<file path="src/rtl/add16_rr_arbiter.sv">
// Round-robin arbiter sharing one 16-bit adder among NREQ requesters.
// Optional rsp_carry output is enabled by defining ADD16_RR_ARBITER_CARRY_EN.

module add16 (
  input  logic [15:0] a,
  input  logic [15:0] b,
  output logic [15:0] sum
);
  assign sum = a + b;
endmodule

module add16_rr_arbiter #(
  parameter int NREQ = 4,
  parameter int IDW  = 2
) (
  input  logic               clk,
  input  logic               rst_n,
  input  logic [NREQ-1:0]    req_valid,
  output logic [NREQ-1:0]    req_ready,
  input  logic [16*NREQ-1:0] req_a,
  input  logic [16*NREQ-1:0] req_b,
  output logic               rsp_valid,
  input  logic               rsp_ready,
  output logic [15:0]        rsp_data,
  output logic [IDW-1:0]     rsp_id
`ifdef ADD16_RR_ARBITER_CARRY_EN
  ,
  output logic               rsp_carry
`endif
);

  typedef enum logic [1:0] {IDLE, EXEC, RESP} state_t;

  state_t         state;
  logic [IDW-1:0] rr_ptr;
  logic [IDW-1:0] gnt_id;
  logic [15:0]    op_a;
  logic [15:0]    op_b;
  logic [15:0]    sum;

  logic           found;
  logic [IDW-1:0] win_id;
  logic [15:0]    sel_a;
  logic [15:0]    sel_b;
  int             idx;

  add16 u_add16 (
    .a   (op_a),
    .b   (op_b),
    .sum (sum)
  );

  // Search upward from rr_ptr, wrapping, so the previous winner ranks last.
  always_comb begin
    // NOTE: every always_comb output gets a default first so no latch is inferred.
    found  = 1'b0;
    win_id = '0;
    sel_a  = '0;
    sel_b  = '0;
    idx    = 0;
    for (int k = 0; k < NREQ; k++) begin
      idx = int'(rr_ptr) + k;
      if (idx >= NREQ) idx = idx - NREQ;
      if (!found && req_valid[idx]) begin
        found  = 1'b1;
        win_id = IDW'(idx);
        sel_a  = req_a[16*idx +: 16];
        sel_b  = req_b[16*idx +: 16];
      end
    end
  end

  always_comb begin
    req_ready = '0;
    if (state == IDLE && found) req_ready[win_id] = 1'b1;
  end

`ifdef ADD16_RR_ARBITER_CARRY_EN
  logic carry;
  assign carry = (op_a[15] & op_b[15]) | ((op_a[15] ^ op_b[15]) & ~sum[15]);
`endif

  always_ff @(posedge clk or negedge rst_n) begin
    if (!rst_n) begin
      // NOTE: sequential state uses non-blocking assignments so all registers update together.
      state     <= IDLE;
      rr_ptr    <= '0;
      gnt_id    <= '0;
      op_a      <= '0;
      op_b      <= '0;
      rsp_valid <= 1'b0;
      rsp_data  <= '0;
      rsp_id    <= '0;
`ifdef ADD16_RR_ARBITER_CARRY_EN
      rsp_carry <= 1'b0;
`endif
    end else begin
      case (state)
        IDLE: begin
          if (found) begin
            op_a   <= sel_a;
            op_b   <= sel_b;
            gnt_id <= win_id;
            state  <= EXEC;
          end
        end
        EXEC: begin
          rsp_data  <= sum;
          rsp_id    <= gnt_id;
          rsp_valid <= 1'b1;
`ifdef ADD16_RR_ARBITER_CARRY_EN
          rsp_carry <= carry;
`endif
          state     <= RESP;
        end
        RESP: begin
          if (rsp_ready) begin
            rsp_valid <= 1'b0;
            rr_ptr    <= (gnt_id == IDW'(NREQ - 1)) ? '0 : gnt_id + 1'b1;
            state     <= IDLE;
          end
        end
        default: state <= IDLE;
      endcase
    end
  end

endmodule
</file>
<file path="config.mk">
export PLATFORM = sky130hd
export DESIGN_NAME = add16_rr_arbiter
export DESIGN_NICKNAME = d
export VERILOG_FILES = /design/src/rtl/add16_rr_arbiter.sv
export SDC_FILE = /design/constraint.sdc
export NUM_CORES = 1
export LEC_CHECK = 0
export CAP_MARGIN = 20
export CORE_AREA = 2 2 122 124
export DETAILED_ROUTE_END_ITERATION = 8
export DIE_AREA = 0 0 124 126
export PLACE_DENSITY = 0.92
export REMOVE_ABC_BUFFERS = 1
export SETUP_SLACK_MARGIN = 0.3
export SLEW_MARGIN = 20
export SYNTH_ARGS = -nofsm -noshare
export SYNTH_HDL_FRONTEND = slang
export SYNTH_SLANG_ARGS = --single-unit
</file>
<file path="constraint.sdc">
create_clock -name clk -period 3.5 [get_ports clk]
set_input_delay 0.7 -clock clk [delete_from_list [all_inputs] [get_ports clk]]
set_output_delay 0.7 -clock clk [all_outputs]
set_load 0.05 [all_outputs]
</file>
* Word-level counts from Yosys, hierarchy flattened *
Cells that the tools add are included.

operators by class
  add/sub/neg operators = 9
  order comparisons = 10
  eq/ne operators = 5
  shift-type cells = 8
  multiplexer cells = 41
  reductions and logical operators = 14

operators by type and width
  operator                                                           count
  variable part select 64 x 32 -> 16 bit                             8
  < comparator 32 x 4 -> 1 bit, second input constant                4
  two-way mux 16 bit                                                 8
  two-way mux 32 bit                                                 4
  adder 16 bit                                                       1
  two-way mux 1 bit                                                  14
  two-way mux 2 bit                                                  7
  subtractor 3 x 3 -> 4 bit, second input constant                   3
  greater-or-equal comparator 3 bit, second input constant           3
  binary-select mux 1 bit (select 2 bit)                             4
  AND reduction 2 bit                                                4
  adder 2 x 2 -> 3 bit, second input constant                        2
  one-hot mux 2 bit (3 select lines)                                 1
  logical AND 1 bit                                                  5
  equality test 2 bit, second input constant                         2
  two-way mux 4 bit                                                  1
  inequality test 2 bit, second input constant                       2
  subtractor 2 x 3 -> 4 bit, second input constant                   1
  adder 2 x 1 -> 3 bit, second input constant                        1
  greater-or-equal comparator 2 x 3 -> 1 bit, second input constant  1
  logical NOT 1 bit                                                  3
  < comparator 2 x 3 -> 1 bit, second input constant                 1
  adder 2 x 1 -> 2 bit, second input constant                        1
  demux 1 bit (select 2 bit)                                         1
  other kinds (5)                                                    5

word-level totals
  bits in registers = 57
  input bits = 135
  output and inout port bits = 23
  logic and storage cells = 95

* Logic depth before layout (Yosys ltp) *
  depth after elaboration = 20
  gate-level depth with buffers = 13
  depth with buffers taken out = 8

* Hierarchy *
Synthesis repeated with hierarchy kept, for this count alone.

second synthesis, totals
  cell total of the unflattened synthesis = 684
  area total of the unflattened synthesis = 7569.8 µm²

by module, submodules not included
  module            instances  cells each  area an instance (µm²)  seq. area each (µm²)
  add16_rr_arbiter  1          595         6842.8                  1426.4
  add16             1          89          726.9                   0.0

* Worst setup path after synthesis *
OpenSTA, ideal clock, no wires.

  kind = register to output
  start = register rr_ptr[1]
  end = output req_ready[2]
  arrival = 3.168 ns
  required time = 2.800 ns
  path slack = -0.368 ns
  cell stages (with the launch flop) = 12
  path buffers = 3
  cells stage by stage = dfrtp_1 -> buf_2 -> clkinv_1 -> clkbuf_1 -> ha_1 -> buf_4 -> or3b_1 -> a21boi_1 -> o31ai_1 -> a32o_1 -> or2_1 -> nor2_1

between the ends
  cells in the longest elaborated chain, start to end = 20
  elaborated cells between the ends (all ways) = 48
  those cells by class = add/sub (7); order compare (6); mux (27); reduce/logical (8)

ends and longest elaborated chain
  what                                                                RTL line  text
  start: declaration                                                  35        logic [IDW-1:0] rr_ptr;
  start signal: assignment                                            119       rr_ptr <= (gnt_id == IDW'(NREQ - 1)) ? '0 : gnt_id + 1'b1;
  branches (longest 19 deep; another with subtractor 3 x 3 -> 4 bit)  --
  two-way mux 4 bit (*)                                               75        if (state == IDLE && found) req_ready[win_id] = 1'b1;
  end: declaration                                                    19        output logic [NREQ-1:0] req_ready,

Every way passes the cells marked *. The select of a mux whose other input is x is not followed.

* Worst setup path after layout *
  start = register rr_ptr[0]
  end = output req_ready[2]

The elaborated chain is that of the path after synthesis.

==> results.yml <==
grt:
  grt_max_degree: 107
  grt_usage_pct: 26.89
  grt_pass1_wl_um: 33240
  grt_pass1_vias: 6719
  overflow: 0
  grt_antenna_before_repair: 0
worst_setup_path:
  critPathRequiredTime_ns: 2.80
  max_stage_delay_ns: 0.48
  endpoint_kind: "output pin"
  critPathSlowestCell: "dfrtp_4"
  path_class: "reg2out"
  start_kind: "register"
  path_cells: "inv_4 > ha_4 > or3b_4 > a21boi_2 > o31ai_2 > a32o_2 > or2_4 > nor2_4 > buf_12"
  worstPathArrival_ns: 2.54
  worst-path-max-fanout: 7
synth:
  post_synth_mux_area_share_pct: 39.51
  synth_top_area_cell: "mux4_2"
  synth_edf_count: 0
  synth_top_family_by_area: "multiplexers"
  synth.avg_cell_area_um2: 9.582
  synthTopCellsByArea: "mux4_2 29%, dfrtp_1 19%, nand2_1 5.7%"
  yosysUniqueCellTypes: 53
  synthAdderAreaFrac_pct: 3.774
  postSynth.asyncResetShare_pct: 100.0
  ys.flop_type: "dfrtp_1"
  yosysMostFrequentCell: "nand2_1"
  yosysSeqAreaShare_pct: 19.03
  synth_seq_cells: 57
  syn_area_um2: 7493
  synth_compound_area_share_pct: 12.72
  ys_top_cells_by_count: "113 x nand2_1, 98 x mux4_2, 77 x a21oi_1"
  yosysWarnings: 0
  synth-simple-area-share_pct: 17.97
  synth-xor-area-share_pct: 1.519
  postSynthCellCount: 782
  synth_top_area_share_pct: 29.45
cts:
  cts_tree: "yes"
  numCtsBuffers: 9
  clk_path_buf_depth: 2
  cts.htree.levels: 3
  clkLatencyLatePin_ns: 0.32
  clockRootBuffer: "clkbuf_16"
  clock-sinks: 57
  cts.clk_slew.worst_paths_ns: 0.05
  hold_buffers: 0
pwr:
  ir_worst_vdd_v: 0.0008233
  combinationalPowerShare_pct: 77.6
  switchingPower_mw: 4.434
  power_frac_clock_pct: 9.4
  leakage_nw: 3.801
  power-per-cell-area_nw_per_um2: 983.1
  swShare_pct: 46.85
  power_frac_seq_pct: 13.1
  p_int_mw: 5.030
final_layout:
  antenna_cells: 0
  instances_no_fill: 1102
  final_layout_size_suffix_gt1_share_pct: 21.02
  syn_to_final_growth_pct: 28.47
  nets: 1070
floorplan:
  core.rowCount: 44
  initial_utilization_pct: 52.35
  fp.dieH_um: 126
  coreArea_um2: 14310
  ioPinCount: 158
  die_width_um: 124
  dieArea_um2: 15620
placed_design:
  routabilityCongestion: 0.8842
  numPortBuffers: 157
  dp_cells: 1080
  hpwl_um: 14410
timing:
  hold_viol_final: 0
  min_period_ns: 3.243
  finalSetupViolCount: 0
  slew_headroom_pct: 46.44
  rsz0062_at_grt: "true"
  drv_slew: 0
  tns_ns: 0
  max_freq_mhz: 308.3
  fin_skew_ns: 0.005845
  worst_pin_slew_ns: 0.8034
  fin_crit_sh_pct: 92.67
detailed_routing:
  drt_first_pass_iters: 5
  drt_wl_total_um: 20620
  drc: 0
  drtAntennaViolNets: 0
  vias_per_cell: 6.261
  wl_per_cell_um: 18.71
  vias: 6900
  drt_iter0_drc: 483
min_path:
  hp-class: "in2async"
outcome:
  status: "finished clean"
flow_run:
  maxCapViolCount: 0
[worst max-delay path, delay by kind of cell (launching register included)]
family,cells,cell delay [ns]
DFF,1,0.48
adders and majority gates,1,0.23
buffers and inverters,2,0.22
and+or+nand+nor,3,0.79
AOI/OAI and AO/OA,3,0.51
[power by group through the flow]
stage / combinational (mW) / sequential, mW / clock (mW)
after global placement: 6.90 / 1.26 / 0
final: 7.34 / 1.24 / 0.889
after global routing: 7.96 / 1.27 / 0.941
after detailed placement: 7.09 / 1.27 / 0
after CTS: 7.31 / 1.24 / 0.906
after floorplan: 4.48 / 1.83 / 0
[per-stage QoR]
| step | total power [mW] | setup slack (ns) | util [%] | hold WS (ns) | cell area (µm²) |
|---|---|---|---|---|---|
| floorplan | 6.308 | -7.337 | - | 0.4044 | 7121 |
| global placement | 8.165 | 0.02110 | 64.30 | 0.4597 | 9204 |
| detailed placement | 8.361 | 0.01360 | 64.30 | 0.4715 | 9204 |
| CTS | 9.448 | 0.2816 | 67.10 | 0.3442 | 9604 |
| global route | 10.17 | 0.2018 | 67.26 | 0.3633 | 9627 |
| finish | 9.464 | 0.2567 | 67.26 | 0.3287 | 9627 |
[placed cells by master (no fill, tap or decap), drive strengths merged, types with 3 or more instances in the layout]
cell,n
a21o,6
a21oi,78
buf,36
clkbuf,11
clkdlybuf4s50,148
clkinv,5
dfrtp,57
dlygate4sd2,4
ha,21
inv,9
mux2,34
mux2i,37
mux4,98
nand2,113
nand2b,3
nand3,35
nand3b,3
nor2,49
nor2b,35
o21ai,51
o21bai,5
o31ai,3
or3,32
xnor2,6
xor2,7
[per-layer routing]
layer | wire, µm | up-vias | GRT usage [%]
li1 | - | 3214 | -
met1 | 8470 | 3365 | 34.96
met2 | 10460 | 285 | 46.64
met3 | 1286 | 36 | 3.986
met4 | 401 | 0 | 7.403
met5 | 0 | - | 0
[cell families (layout without fill, tap and decap cells)]
kind of cell,count (synthesis),count (layout)
and+or+nand+nor,281,281
DFF,57,57
muxes,169,169
AOI/OAI and AO/OA,162,162
buffers and inverters,78,214
xor gates and xnor gates,13,13
adders and majority gates,22,22
[repair_timing]
item,in CTS,in global routing
resized for setup,26,5
pin swaps,4,4
setup buffers,5,1
setup endpoints to repair,4,4
[registers in the layout, summed over array words and instances (netlist names)]
register / count
op_b: 16
rsp_id: 2
rsp_valid: 1
op_a: 16
gnt_id: 2
rsp_data: 16
rr_ptr: 2
state: 2
[path summary, 6_finish.rpt]
check | to | depth (start not counted) | from | slack (ns)
hold / removal | op_a[4] | 1 | rst_n | 0.33
min in group clk | rsp_data[13] | 2 | rsp_data[13] | 0.48
max in group asynchronous | rr_ptr[0] | 2 | rst_n | 2.28
hold reg to reg | rsp_data[13] | 2 | rsp_data[13] | 0.48
setup reg to reg | op_b[13] | 9 | rr_ptr[0] | 0.73
setup / recovery | req_ready[2] | 9 | rr_ptr[0] | 0.26
[area by class of cell]
cell class	instances	area, µm²
Clock buffer	11	252.7
Clock inverter	5	53.80
Fill cell	1129	4687
Inverter	10	43.79
Multi-Input combinational cell	647	5753
Sequential cell	57	1431
Tap cell	184	230.2
Timing Repair Buffer	188	1862
Power figures use the tool's default switching activity.
